$ cat src/rtl/fetch_unit.sv
// Instruction-fetch stage: single-outstanding imem req/ack, prefetch FIFO feeding the IF register,
// with branch redirect that drops any in-flight response.
module fetch_unit #(
    parameter int                    WORD_WIDTH = 32,
    parameter logic [WORD_WIDTH-1:0] RESET_PC   = '0,
    parameter int                    DEPTH      = 2
) (
    input  logic                  clk,
    input  logic                  rst,
    input  logic                  freeze,
    input  logic                  branch_taken,
    input  logic [WORD_WIDTH-1:0] branch_addr,
    output logic                  imem_req,
    output logic [WORD_WIDTH-1:0] imem_addr,
    input  logic                  imem_ack,
    input  logic [WORD_WIDTH-1:0] imem_rdata,
    output logic [WORD_WIDTH-1:0] pc,
    output logic [WORD_WIDTH-1:0] instruction,
    output logic                  valid
);
    localparam int PW = $clog2(DEPTH);
    localparam int CW = PW + 1;
    localparam logic [CW-1:0] DEPTH_C = CW'(DEPTH);

    typedef struct packed {
        logic [WORD_WIDTH-1:0] pc;
        logic [WORD_WIDTH-1:0] instr;
    } entry_t;

    typedef enum logic [1:0] {IDLE = 2'd0, REQ = 2'd1, DISCARD = 2'd2} state_t;

    state_t                state, next_state;
    entry_t                fifo [DEPTH];
    logic [PW-1:0]         wr_ptr, rd_ptr;
    logic [CW-1:0]         count, next_count;
    logic [WORD_WIDTH-1:0] fetch_pc, next_addr, launch_addr;
    logic                  ack, push, pop, launch;

    // An ack is only meaningful while a request is outstanding.
    assign ack        = imem_ack && (state != IDLE);
    assign next_addr  = imem_addr + WORD_WIDTH'(4);
    assign push       = (state == REQ) && imem_ack && !branch_taken;
    assign pop        = valid && !freeze && !branch_taken;
    assign next_count = count + CW'(push) - CW'(pop);

    always_ff @(posedge clk or negedge rst) begin
        if (!rst) state <= IDLE;
        else      state <= next_state;
    end

    // A request is never withdrawn: a branch without an ack parks in DISCARD.
    always_comb begin
        next_state  = state;
        launch      = 1'b0;
        launch_addr = fetch_pc;
        if (branch_taken) begin
            launch_addr = branch_addr;
            if (state == IDLE || ack) begin
                next_state = REQ;
                launch     = 1'b1;
            end else begin
                next_state = DISCARD;
            end
        end else if (state == IDLE || ack) begin
            if (state == REQ) launch_addr = next_addr;
            if (next_count < DEPTH_C) begin
                next_state = REQ;
                launch     = 1'b1;
            end else begin
                next_state = IDLE;
            end
        end
    end

    always_comb begin
        imem_req    = (state != IDLE);
        valid       = (count != '0);
        pc          = valid ? fifo[rd_ptr].pc    : '0;
        instruction = valid ? fifo[rd_ptr].instr : '0;
    end

    always_ff @(posedge clk or negedge rst) begin
        if (!rst) begin
            fetch_pc  <= RESET_PC;
            imem_addr <= '0;
            wr_ptr    <= '0;
            rd_ptr    <= '0;
            count     <= '0;
        end else begin
            if (branch_taken)  fetch_pc <= branch_addr;
            else if (push)     fetch_pc <= next_addr;
            if (launch) imem_addr <= launch_addr;
            if (branch_taken) begin
                wr_ptr <= '0;
                rd_ptr <= '0;
                count  <= '0;
            end else begin
                if (push) wr_ptr <= wr_ptr + PW'(1);
                if (pop)  rd_ptr <= rd_ptr + PW'(1);
                count <= next_count;
            end
        end
    end

    // Storage needs no reset; count gates visibility.
    always_ff @(posedge clk) begin
        if (push) fifo[wr_ptr] <= '{pc: next_addr, instr: imem_rdata};
    end
endmodule

$ cat config.mk
export PLATFORM = sky130hd
export DESIGN_NAME = fetch_unit
export DESIGN_NICKNAME = d
export VERILOG_FILES = /design/src/rtl/fetch_unit.sv
export SDC_FILE = /design/constraint.sdc
export NUM_CORES = 1
export LEC_CHECK = 0
export BUFFER_PORTS_ARGS = -buffer_cell sky130_fd_sc_hd__buf_2
export CAP_MARGIN = 25
export CORE_ASPECT_RATIO = 0.8
export CORE_MARGIN = 8
export CORE_UTILIZATION = 52
export DETAILED_ROUTE_END_ITERATION = 16
export GPL_TIMING_DRIVEN = 0
export PLACE_DENSITY = 0.75
export SKIP_CTS_REPAIR_TIMING = 1
export SYNTH_ARGS = -nofsm -noshare
export SYNTH_HDL_FRONTEND = slang
export SYNTH_SLANG_ARGS = --single-unit
$ cat constraint.sdc
create_clock -name clk -period 8.4 [get_ports clk]
set_input_delay 0.42 -clock clk [delete_from_list [all_inputs] [get_ports clk]]
set_output_delay 0.42 -clock clk [all_outputs]
set_load 0.01 [all_outputs]
**Word-level counts from Yosys, hierarchy flattened**

Memory sizes are Yosys's and may differ from the RTL's.
Cells that the tools add are included.

- Add/sub/neg operators: 5
- $mul: 0
- Divide/modulo/power cells: 0
- Order comparisons: 1
- Equality and inequality tests: 1
- Shifts and indexed selects: 0
- Mux-type cells: 22
- Bitwise gates (word level): 0
- Reduce and logical (&&, ||, !) cells: 14

Operators by type and width:

| kind | number |
|---|---|
| $mux 32 | 7 |
| $add 32x3->32 const B | 1 |
| $mux 1 | 11 |
| $reduce_bool 2->1 | 5 |
| $mux 2 | 4 |
| $logic_and 1x1->1 | 5 |
| $add 1x1->1 const B | 2 |
| $add 2x1->2 | 1 |
| $eq 2x1->1 const B | 1 |
| $logic_not 1->1 | 2 |
| $logic_not 2->1 | 1 |
| $lt 2x2->1 const B | 1 |
| $sub 2x1->2 | 1 |
| $logic_or 1x1->1 | 1 |

- Flip-flop bits (word level): 70
- Bits in latches: 0
- RAM bits: 128
- ROM bits: 0
- Word-level logic and storage cells: 50
- Memories kept: 1

Memories:

| name | depth | bits a word | read ports | clocked after memory_dff | wr ports | RTL line | text |
|---|---|---|---|---|---|---|---|
| fifo | 2 | 64 | 1 | 0 | 1 | 33 | `entry_t fifo [DEPTH];` |

**Logic depth before layout (Yosys ltp)**

Gate-level depths: netlist of the first run.

- Depth in word-level cells: 9
- Mapped depth: 14
- Gate-level depth less buffers: 11

**Worst setup path before layout of the first run**

Ideal clock, no wire load.

- Path kind: register to register
- Start point: reg state[1]
- End point: mem fifo[0][0] (netlist name) (enable)
- Setup time: 0.486 ns
- Arrival time: 3.983 ns
- Setup slack: 3.930 ns
- Stages on the path, launching flop included: 6
- Path buffers: 1
- Clock period less this slack: 4.470 ns
- Cell sequence: dfrtp_1 nand3b_1 nor2_1 inv_1 clkbuf_1 nor2_1

- Cells in the longest elaborated chain, start to end: 5

RTL lines:

| item | RTL line | text |
|---|---|---|
| start, declared | 32 | `state_t state, next_state;` |
| start signal, assigned | 48 | `else state <= next_state;` |
| $eq 2x1->1 | 42 | `assign push = (state == REQ) && imem_ack && !branch_taken;` |
| $logic_and 1x1->1 (2 in series) | 42 |  |
| $mux 1 | 107 | `if (push) fifo[wr_ptr] <= '{pc: next_addr, instr: imem_rdata};` |
| $mux 1 (implied by the code) | 107 |  |
| end, declared | 33 |  |

No other way between the ends.

**Worst setup path in the final report of the first run**

- Start point: reg state[1]
- End point: reg imem_addr[21]

- Cells in the longest elaborated chain, start to end: 9
- Elaborated cells on any way between the ends: 17
- Those cells by class: 2 x add/sub; 1 x order compare; 1 x eq/ne; 7 x mux; 6 x reduce/logical

RTL lines:

| item | RTL line | text |
|---|---|---|
| $eq 2x1->1 | 42, 65 |  |
| $logic_and 1x1->1 (2 in series) | 42 |  |
| $add 2x1->2 | 44 | `assign next_count = count + CW'(push) - CW'(pop);` |
| $sub 2x1->2 | 44 |  |
| $lt 2x2->1 | 66 | `if (next_count < DEPTH_C) begin` |
| $mux 1 | 66 |  |
| $mux 1 | 64 | `end else if (state == IDLE \|\| ack) begin` |
| $mux 1 | 56 | `if (branch_taken) begin` |
| end signal, assigned | 92 | `if (launch) imem_addr <= launch_addr;` |
| end, declared | 14 | `output logic [WORD_WIDTH-1:0] imem_addr,` |

Several ways; a longest one is shown, not always the timed one.
A chain may end at the register's enable or synchronous reset.

==> metrics.md, run 1 <==
| Metric | Value |
|---|---|
| Initial drt markers | 669 |
| Overflow after GRT | 0 |
| Cell Area, Synth | approximately 9000 µm² |
| Top_reg_cell synth | edfxtp_1 |
| Unique masters post-synth | 59 |
| Die width | between 150 and 200 µm |
| GP Congestion | around 0.90 |
| Mapped Nets | 795 |
| Multi-input gate area | between 3000 and 4000 µm² |
| Final setup skew | 0.007462 ns |
| Clock sinks | between 150 and 200 |
| Slew HR | 38.11% |
| Fin. Hold Viols | 0 |
| Root Buffer | clkbuf_16 |
| Register bit count reported by yosys | just under 200 |
| Routed Antenna Nets | 0 |
| Post-synth top cells | 128 x edfxtp_1, 99 x nor2_1, 70 x dfrtp_1, 68 x mux2i_1, 64 x nand2_1 |
| Final slew viol count | 0 |
| R2r endpoint | imem_addr[21]$_DFFE_PN0P_ |
| WHS | 0.1711 ns |
| Req. time, crit path | between 8 and 9 ns |
| Post-DR wirelength/cell | ~20 µm |
| Crit path time final | 4.452 ns |
| Overall Global Routing Usage | a little over a fifth |
| Top-count cell post-synth | edfxtp_1 |
| Filler cells | 1297 |
| Setup crit end kind | register |
| Via density per instance | ~5.6 |
| Buffers added on ports | ~170 |
| Vias in the first global route | ~6400 |
| Worst R2R Setup Slack | about 3.9 ns |
| Worst-path clk slew | 0.07 ns |
| Pleak | about 4.4 nW |
| Drt pass-1 iters | 6 |
| Core Area | ~17000 µm² |
| Post-synth top area share | 43.21% |
| Dpl cell area | 10080 µm² |
| Max stage delay on crit path | approximately 0.58 ns |
| Die area | between 20000 and 25000 µm² |
| Synth warn | 0 |
| Final instance area | roughly 11000 µm² |
| Final wirelength | 22890 µm |
| Sequential-to-total area share from yosys stat | 62.91% |
| Syn_area_per_cell | 12.30 µm² |
| Synth top area cells | edfxtp_1 43%, dfrtp_1 20%, mux2i_1 7.7% |
| Initial Utilization | between 50% and 60% |
| Crit path DAT | roughly 4.8 ns |
| CTS tree | done |
| HP Start | imem_rdata[0] |
| Worst slew pin tran | around 0.93 ns |
| Outcome | finished, final reports clean |
| DRC viols | 0 |
| Antenna Cells | 0 |
| Worst path bufs/invs | 4 |
| Hold Path End | fifo[1][0]$_DFFE_PP_ |
| Gate Count Post-Synth | between 700 and 800 |
| Post-route setup TNS | 0 ns |
| Area grow syn2layout | 19.85% |
| Global-route wire length before repair | between 30000 and 40000 µm |
| Via Count | between 6000 and 7000 |
| Final Power | between 2 and 3 mW |
| Post-synth ARST share | 35.35% |
| Slowest cell on the critical path | clkbuf_1 |
| Clock tree buffer depth | 2 |
| Skew-Pair Late Insertion Delay | between 0.4 and 0.5 ns |
| Post-synth EDFFs | between 100 and 150 |
| Die Y | roughly 130 µm |
| Initial antenna violation count | 0 |
| Cell family with most CP delay | buffers and inverters |
| Startpoint types | register |
| Post-DP HPWL | around 16000 µm |
| Worst R2R Start | state[1]$_DFFE_PN0P_ |
| Fin crit share | 53.00% |
| Worst Reg-to-Reg Cells | 12 |
| CP cell instances | nand3b_1, nor2_1, inv_1, clkbuf_1, ha_1, inv_1, ha_1, xor3_1, a2bb2oi_1, clkbuf_1, o21ai_0, o2bb2ai_1 |
| RSZ-0062 raised after global routing | no |
| Layout cell share with drive strength beyond 1 | around 25% |
| Hold path depth | 1 |
| I/O pin count | about 170 |
| Yosys top cell by area | edfxtp_1 |
| Hold Crit Class | in -> reg |
| TritonCTS buffer count | 17 |
| Final setup viols | 0 |
| FF/Latch Area | about 5600 µm² |
| Dpl cells | roughly 1100 |
| Maximum capacitance violations | 0 |
| Post-Layout Cell Count | 1145 |
| Cell Pwr Density | 257.2 nW/µm² |
| Worst vdd ir | 0.0001844 V |
| Row cnt | 42 |
| Crit-path max FO | 10 |
| Pin count of the biggest net entering global routing | 65 |
| Kind of critical path | reg -> reg |
| Max Fclk | 224.6 MHz |
| Nets | 984 |
| H-tree depth | 4 |
==> per-layer routing <==
metal / GRT usage (%) / part of all wire [%]
met1: 29.59 / 46
met2: 31.77 / 45
met3: 6.448 / 8.1
met4: 4.671 / 0.93
met5: 1.671 / 0.21
==> worst reg2reg max path: stages (launching register included) <==
cell       delay (ns)
dfrtp_1          0.40
nand3b_1         0.39
nor2_1           0.55
inv_1            0.27
clkbuf_1         0.41
ha_1             0.40
inv_1            0.06
ha_1             0.13
xor3_1           0.25
a2bb2oi_1        0.47
clkbuf_1         0.58
o21ai_0          0.25
o2bb2ai_1        0.17
==> worst max-delay path by stage <==
stage / start / endpoint / slack [ns] / depth (start not counted)
final: state[1]$_DFFE_PN0P_ / imem_addr[21]$_DFFE_PN0P_ / 3.95 / 12
after detailed placement: branch_taken / imem_addr[31]$_DFFE_PN0P_ / 4.04 / 14
after CTS: state[1]$_DFFE_PN0P_ / imem_addr[21]$_DFFE_PN0P_ / 4.06 / 12
after floorplan: state[1]$_DFFE_PN0P_ / fifo[0][0]$_DFFE_PP_ / 3.93 / 5
after global routing: state[1]$_DFFE_PN0P_ / imem_addr[18]$_DFFE_PN0P_ / 3.72 / 12
after global placement: imem_ack / fifo[0][50]$_DFFE_PP_ / 1.65 / 6
==> metrics by stage <==
step / setup WS, ns / util [%]
3_3_place_gp: 1.647 / 60.03
6_report: 3.948 / 63.99
3_5_place_dp: 4.042 / 60.53
5_1_grt: 3.719 / 63.99
2_1_floorplan: 3.930 / -
4_1_cts: 4.062 / 63.93
==> cell type report <==
class	count	area share, %
Clock buffer	21	4.131
Buffer	46	1.843
Clock inverter	11	1.185
Timing Repair Buffer	170	8.545
Sequential cell	198	52.49
Multi-Input combinational cell	467	28.80
Tap cell	220	2.582
Inverter	12	0.4225
==> flip-flops by register name, indices dropped and copies added (netlist names) <==
signal     count
count          2
wr_ptr         1
fifo         128
state          2
fetch_pc      32
rd_ptr         1
imem_addr     32
==> cells in the final DEF (no fill, tap or decap), types with 3 or more instances in the layout <==
cell and count:
nor4_4 3, buf_4 5, a221oi_1 4, a21o_1 10, a21oi_1 14, clkbuf_1 33
xor2_1 13, edfxtp_1 128, nand3_1 22, and4_1 4, and2_1 8, a41oi_1 3
nand4_1 9, nor3_1 13, ha_1 3, and3_1 7, mux2_2 6, or4_1 3
o2bb2ai_1 7, buf_1 6, clkinv_4 4, nand2b_1 3, nor4_1 4, o21ai_0 34
nor2_1 98, a21bo_2 4, xnor2_1 16, dfrtp_1 70, mux2i_1 68, a31oi_1 9
a221o_1 8, nand2_1 64, buf_2 172, inv_1 12, clkbuf_16 17
==> kinds of logic (layout without fill, tap and decap cells) <==
logic type               count (synthesis)  after routing  share of synthesized area [%]
XOR/XNOR                                30             30                          3.123
multiplexers                            74             74                          8.412
AND/OR/NAND/NOR                        255            255                          14.38
flip-flops                             198            198                          62.91
buffers and inverters                   58            260                          2.715
adder cells (fa/ha/maj)                  3              3                         0.4220
AO/OA/AOI/OAI                          105            105                          8.046
==> report_power, final <==
| group | switching [mW] | internal [mW] |
|---|---|---|
| Clock | 0.354 | 0.439 |
| Combinational | 0.412 | 0.255 |
| Sequential | 0.103 | 1.18 |
Note: power is estimated with default switching activity, not from simulation.
==> run 2, diff against run 1 <==
==> constraint.sdc (replaced) <==
create_clock -name clk -period 4.3 [get_ports clk]
set_input_delay 0.215 -clock clk [delete_from_list [all_inputs] [get_ports clk]]
set_output_delay 0.215 -clock clk [all_outputs]
set_load 0.01 [all_outputs]
==> run 2 against run 1 <==
Power increased by 95%. Fmax increased by 13%. First-iteration DRC count up 5.8%. Via count rose by 2.6%. Wire length up 2.2%. Core utilization is 2.2 points higher. Combinational power rose by 100%. Design area rose by 3.4%. Sequential share of layout area is 1.7 points lower. Clock-buffer cell count down 3. Critical path depth grew 1. Highest routed layer is now met4.
==> metrics.md, run 2 (same netlist as run 1, synthesis figures left out) <==
| Metric | Value |
|---|---|
| Maximum capacitance violations | 0 (unchanged) |
| Pin count of the biggest net entering global routing | 50 (-23%) |
| Crit path DAT | 4.24 ns (-0.52 ns) |
| Via density per instance | 5.608 (-0.47%) |
| Crit-path max FO | 10 (unchanged) |
| Worst path bufs/invs | 5 (+1) |
| Worst slew pin tran | 0.8472 ns (-0.08116 ns) |
| Final wirelength | 23390 µm (+2.2%) |
| Post-DP HPWL | 16230 µm (+0.93%) |
| Initial drt markers | 708 (+5.8%) |
| Final Power | 5.346 mW (+95%) |
| Part of the power in registers | 46.8% (about the same) |
| Filler cells | 1241 (-4.3%) |
| Global-route wire length before repair | 35280 µm (+0.61%) |
| Worst vdd ir | 0.0003273 V (+78%) |
| Max stage delay on crit path | 0.56 ns (-0.02 ns) |
| Cell family with most CP delay | buffers and inverters |
| Max Fclk | 253.8 MHz (+13%) |
| GP Congestion | 0.9375 (+4.4%) |
| Vias in the first global route | 6396 (+0.58%) |
| Drt pass-1 iters | 8 (+2) |
| Clock sinks | 198 (unchanged) |
| Slew HR | 43.52% (+5.4 points) |
| Overflow after GRT | 0 (unchanged) |
| Req. time, crit path | 4.60 ns (-4.11 ns) |
| CP cell instances | nand3b_1, nor2_4, inv_1, clkbuf_1, ha_1, inv_1, ha_1, xor3_1, a2bb2o_1, clkbuf_1, clkbuf_1, a221oi_1, o31ai_1 |
| Dpl cell area | 10110 µm² (+0.27%) |
| Cell Pwr Density | 485.1 nW/µm² (+89%) |
| Initial Utilization | 53.39% (unchanged) |
| Die area | 21570 µm² (unchanged) |
| Routed Antenna Nets | 0 (unchanged) |
| Die Y | 133.0 µm (unchanged) |
| Fin crit share | 91.62% (+39 points) |
| Area grow syn2layout | 23.90% |
| Commonest non-fill, non-tap cells in the layout | 172 x buf_2, 128 x edfxtp_1, 97 x nor2_1 |
| Switch share | 32.15% (+0.46 points) |
| Max FFs per register | 128 (unchanged) |
| Skew-Pair Late Insertion Delay | 0.44 ns (about the same) |
| Fin. Hold Viols | 0 (unchanged) |
| Final setup skew | 0.01157 ns (+0.004107 ns) |
| Hold Crit Class | in -> reg |
| Row cnt | 42 (unchanged) |
| H-tree depth | 4 (unchanged) |
| Core Area | 16660 µm² (unchanged) |
| Final setup viols | 0 (unchanged) |
| Most common cell after layout, fill and taps aside | buf_2 |
| I/O pin count | 167 (unchanged) |
| Final slew viol count | 0 (unchanged) |
| TritonCTS buffer count | 17 (unchanged) |
| Antenna Cells | 0 (unchanged) |
| Worst-path clk slew | 0.07 ns (about the same) |
| RSZ-0062 raised after global routing | no |
| Core Util, Final | 66.16% (+2.2 points) |
| Clock tree buffer depth | 2 (unchanged) |
| Clock power share | 28.2% (-0.7 points) |
| Crit path time final | 3.940 ns (-0.5125 ns) |
| Startpoint types | register |
| Initial antenna violation count | 0 (unchanged) |
| Die width | 162.2 µm (unchanged) |
| P_int | 3.627 mW (+94%) |
| Post-DR wirelength/cell | 19.83 µm (-0.84%) |
| Kind of critical path | reg -> reg |
| Combinational power share | 25.0% (+0.7 points) |
| Final instance area | 11020 µm² (+3.4%) |
| Pleak | 4.542 nW (+3.5%) |
| Slowest cell on the critical path | clkbuf_1 |
| Buffers added on ports | 166 (unchanged) |
| Root Buffer | clkbuf_16 |
| Critical path's most frequent cell | clkbuf_1 |
| Overall Global Routing Usage | 21.23% (+0.036 points) |
| CTS tree | done |
| Biggest regs | fifo: 128 flops, fetch_pc: 32 flops, imem_addr: 32 flops |
| Biggest register | fifo |
| Nets | 1019 (+3.6%) |
| Via Count | 6617 (+2.6%) |
| DRC viols | 0 (unchanged) |
| Outcome | finished, final reports clean |
| Setup crit end kind | register |
| Net Switching | 1.719 mW (+98%) |
| Layout cell share with drive strength beyond 1 | 24.69% (-0.069 points) |
run 2: power groups by stage:
stage               sequential, mW  combinational, mW  clock (mW)
finish                        2.50               1.34        1.51
global route                  2.53               1.46        1.61
CTS                           2.50               1.31        1.53
detailed placement            2.53               1.30           0
global placement              2.53               1.26           0
floorplan                     2.54              0.748           0
run 2: path summary, 6_finish.rpt:
kind                                     startpoint                   endpoint  slack [ns]  cells after the start
setup / recovery               state[0]$_DFFE_PN0P_  imem_addr[31]$_DFFE_PN0P_        0.36                     13
hold / removal                             imem_ack       state[1]$_DFFE_PN0P_        0.01                      2
setup reg to reg               state[0]$_DFFE_PN0P_  imem_addr[31]$_DFFE_PN0P_        0.36                     13
hold reg to reg            imem_addr[0]$_DFFE_PN0P_      fifo[1][32]$_DFFE_PP_        0.55                      0
max in group asynchronous                       rst   imem_addr[0]$_DFFE_PN0P_        3.53                      3
min in group asynchronous                       rst   fetch_pc[15]$_DFFE_PN0P_        0.21                      2
run 2: routing by layer:
metal | track usage (%) | part of all wire [%]
met4 | 6.520 | 1.5
met1 | 28.78 | 43
met2 | 32.37 | 46
met3 | 6.200 | 9.9
met5 | 0 | 0
run 2: final cells by class:
cell class              count  area, µm²  share of cell area (%)
plain buffers              46      196.4                   1.782
multi-input cells         467       3078                   27.93
clock buffers              18      429.2                   3.894
repair buffers            205       1274                   11.56
inverters                  12      45.04                  0.4087
well taps                 220      275.3                   2.498
clock inverters            14      127.6                   1.158
flip-flops and latches    198       5595                   50.77
run 2: metrics by stage:
step	cells	hold WS (ns)	setup slack (ns)	setup TNS, ns
floorplan	723	-0.08059	0.9026	0
global placement	1109	0.4023	-0.7707	-61.92
detailed placement	1113	0.1280	0.01737	0
CTS	1145	-0.3408	0.01484	0
global route	1180	0.006048	0.1694	0
finish	1180	0.01405	0.3602	0
==> run 3, diff against run 2 <==
--- a/config.mk
+++ b/config.mk
@@ -7,12 +7,13 @@
 export LEC_CHECK = 0
 export BUFFER_PORTS_ARGS = -buffer_cell sky130_fd_sc_hd__buf_2
 export CAP_MARGIN = 25
-export CORE_ASPECT_RATIO = 0.8
+export CORE_ASPECT_RATIO = 0.5
 export CORE_MARGIN = 8
 export CORE_UTILIZATION = 52
 export DETAILED_ROUTE_END_ITERATION = 16
 export GPL_TIMING_DRIVEN = 0
 export PLACE_DENSITY = 0.75
+export RECOVER_POWER = 50
 export SKIP_CTS_REPAIR_TIMING = 1
 export SYNTH_ARGS = -nofsm -noshare
 export SYNTH_HDL_FRONTEND = slang
==> run 3 against run 2 <==
The flow now finishes with violations (capacitance limit, slew limit). Fmax up 3.8%. Via count increased by 2.2%. Clock skew grew 0.0091 ns. Power is 1.5% higher. Hold slack worse by 0.0085 ns. Sequential power is essentially flat. Sequential cell count did not move. Cell count grew 0.59%. Wire length up 6.4%. Clock power is 6% higher. Non-clock buffer count did not move. Critical path depth grew 1.
==> metrics.md, run 3 (same netlist as run 1, synthesis figures left out) <==
| Metric | Value |
|---|---|
| Outcome | finished with violations |
| Violated checks | capacitance limit, slew limit |
| Post-DR wirelength/cell | 20.96 µm (+5.7%) |
| Core Area | 16560 µm² (-0.61%) |
| Initial antenna violation count | 0 (unchanged) |
| Skew-Pair Late Insertion Delay | 0.44 ns (about the same) |
| Root Buffer | clkbuf_16 |
| Global-route wire length before repair | 37260 µm (+5.6%) |
| Commonest non-fill, non-tap cells in the layout | 128 x edfxtp_1, 112 x buf_2, 97 x nor2_1 |
| Max FFs per register | 128 (unchanged) |
| Critical path's most frequent cell | clkbuf_1 |
| RSZ-0062 raised after global routing | no |
| Max Fclk | 263.5 MHz (+3.8%) |
| Dpl cells | 1120 (+0.63%) |
| Maximum capacitance violations | 1 (+1) |
| Via density per instance | 5.695 (+1.6%) |
| Worst-path clk slew | 0.09 ns (+0.02 ns) |
| Biggest regs | fifo: 128 flops, fetch_pc: 32 flops, imem_addr: 32 flops |
| Worst vdd ir | 0.0003226 V (-1.4%) |
| TritonCTS buffer count | 17 (unchanged) |
| Startpoint types | input port |
| WHS | 0.005561 ns (-0.008485 ns) |
| Overall Global Routing Usage | 21.99% (+0.76 points) |
| Final setup viols | 0 (unchanged) |
| H-tree depth | 4 (unchanged) |
| Initial Utilization | 53.72% (+0.33 points) |
| CTS tree | done |
| DRC viols | 0 (unchanged) |
| CP cell instances | clkbuf_1, clkbuf_1, clkbuf_1, clkbuf_1, nor3_1, ha_1, inv_1, ha_1, xor3_1, a2bb2o_1, clkbuf_1, clkbuf_1, a221oi_1, o31ai_1 |
| Final slew viol count | 71 (+71) |
| Buffers added on ports | 166 (unchanged) |
| Multi-input gate area | 3008 µm² (-2.3%) |
| Hold Crit Class | in -> reg |
| FF/Latch Area | 5595 µm² (unchanged) |
| Max stage delay on crit path | 0.52 ns (-0.04 ns) |
| Worst R2R Start | state[0]$_DFFE_PN0P_ |
| Slew HR | -117.0% (-160 points) |
| Antenna Cells | 0 (unchanged) |
| Crit path time final | 3.795 ns (-0.1443 ns) |
| Drt pass-1 iters | 5 (-3) |
| Fin. Hold Viols | 0 (unchanged) |
| Hold Path End | fetch_pc[12]$_DFFE_PN0P_ |
| Crit-path max FO | 10 (unchanged) |
| Die width | 201.0 µm (+24%) |
| GP Congestion | 0.8837 (-5.7%) |
| Setup crit end kind | register |
| Worst Reg-to-Reg Cells | 14 (+1) |
| Final wirelength | 24880 µm (+6.4%) |
| Layout cell share with drive strength beyond 1 | 17.40% (-7.3 points) |
| Die Y | 108.5 µm (-18%) |
| Slowest cell on the critical path | clkbuf_1 |
| I/O pin count | 167 (unchanged) |
| Post-DP HPWL | 17110 µm (+5.4%) |
| Post-Layout Cell Count | 1187 (+0.59%) |
| Crit path DAT | 4.08 ns (-0.16 ns) |
| Overflow after GRT | 0 (unchanged) |
| Pin count of the biggest net entering global routing | 71 (+42%) |
| Biggest register | fifo |
| Worst R2R Setup Slack | 0.55 ns (+0.19 ns) |
| Kind of critical path | in -> reg |
| Most common cell after layout, fill and taps aside | edfxtp_1 |
| Die area | 21800 µm² (+1.1%) |
| Worst slew pin tran | 3.255 ns (+2.408 ns) |
| Filler cells | 1273 (+2.6%) |
| Via Count | 6760 (+2.2%) |
| Final setup skew | 0.02068 ns (+0.009111 ns) |
| Cell Pwr Density | 497.9 nW/µm² (+2.6%) |
| Clock sinks | 198 (unchanged) |
| Vias in the first global route | 6537 (+2.2%) |
| Routed Antenna Nets | 0 (unchanged) |
| R2r endpoint | imem_addr[31]$_DFFE_PN0P_ |
| HP Start | branch_addr[12] |
| Req. time, crit path | 4.58 ns (-0.02 ns) |
| Row cnt | 33 (-21%) |
| Pleak | 4.319 nW (-4.9%) |
| Clock tree buffer depth | 2 (unchanged) |
| Initial drt markers | 587 (-17%) |
| Fin crit share | 88.27% (-3.4 points) |
| Hold path depth | 3 (+1) |
| Area grow syn2layout | 22.51% |
| Nets | 1019 (unchanged) |
==> run 3: through the flow <==
| stage | setup WS, ns | util [%] | cell area [µm²] | TNS [ns] | power [mW] |
|---|---|---|---|---|---|
| floorplan | 0.9026 | - | 8897 | 0 | 3.284 |
| global placement | -0.8313 | 60.47 | 10010 | -63.02 | 3.789 |
| detailed placement | -0.007398 | 61.21 | 10130 | -0.007398 | 3.854 |
| CTS | -0.02276 | 64.69 | 10710 | -0.02276 | 5.426 |
| global route | 0.1382 | 65.81 | 10900 | 0 | 5.645 |
| finish | 0.5045 | 65.81 | 10900 | 0 | 5.425 |
==> run 3: cell type report <==
class / count / share of cell area (%)
Tap cell: 227 / 2.606
Buffer: 46 / 1.757
Clock inverter: 12 / 1.194
Sequential cell: 198 / 51.35
Timing Repair Buffer: 205 / 10.98
Clock buffer: 20 / 4.099
Multi-Input combinational cell: 467 / 27.60
Inverter: 12 / 0.4134
==> run 3: worst max-delay path: cells and delay by family <==
kind | cells | cell delay (ns)
simple gates | 1 | 0.14
fa+ha+maj | 2 | 0.46
buf+inv | 7 | 2.22
compound gates | 3 | 0.77
xor+xnor | 1 | 0.27
==> run 3: power by group <==
part / switching, mW / internal (mW) / leakage [nW]
registers: 0.211 / 2.30 / 2.02
logic: 0.826 / 0.491 / 2.01
clock network: 0.758 / 0.838 / 0.286
total: 1.79 / 3.63 / 4.32
==> run 3: routing by layer <==
layer	vias up	track usage (%)	routed length, µm
met5	-	0	0
met3	41	5.252	1861
li1	3076	-	-
met1	3365	29.12	10840
met2	278	35.38	11740
met4	0	8.094	448
==> run 3: worst max-delay path by stage <==
stage	from	endpoint	slack, ns	depth (start not counted)
CTS	state[1]$_DFFE_PN0P_	imem_addr[12]$_DFFE_PN0P_	-0.02	13
global route	branch_taken	imem_addr[31]$_DFFE_PN0P_	0.14	14
floorplan	state[1]$_DFFE_PN0P_	fifo[0][0]$_DFFE_PP_	0.90	5
detailed placement	state[1]$_DFFE_PN0P_	imem_addr[12]$_DFFE_PN0P_	-0.007	13
finish	branch_taken	imem_addr[31]$_DFFE_PN0P_	0.50	14
global placement	state[1]$_DFFE_PN0P_	fifo[0][49]$_DFFE_PP_	-0.83	5
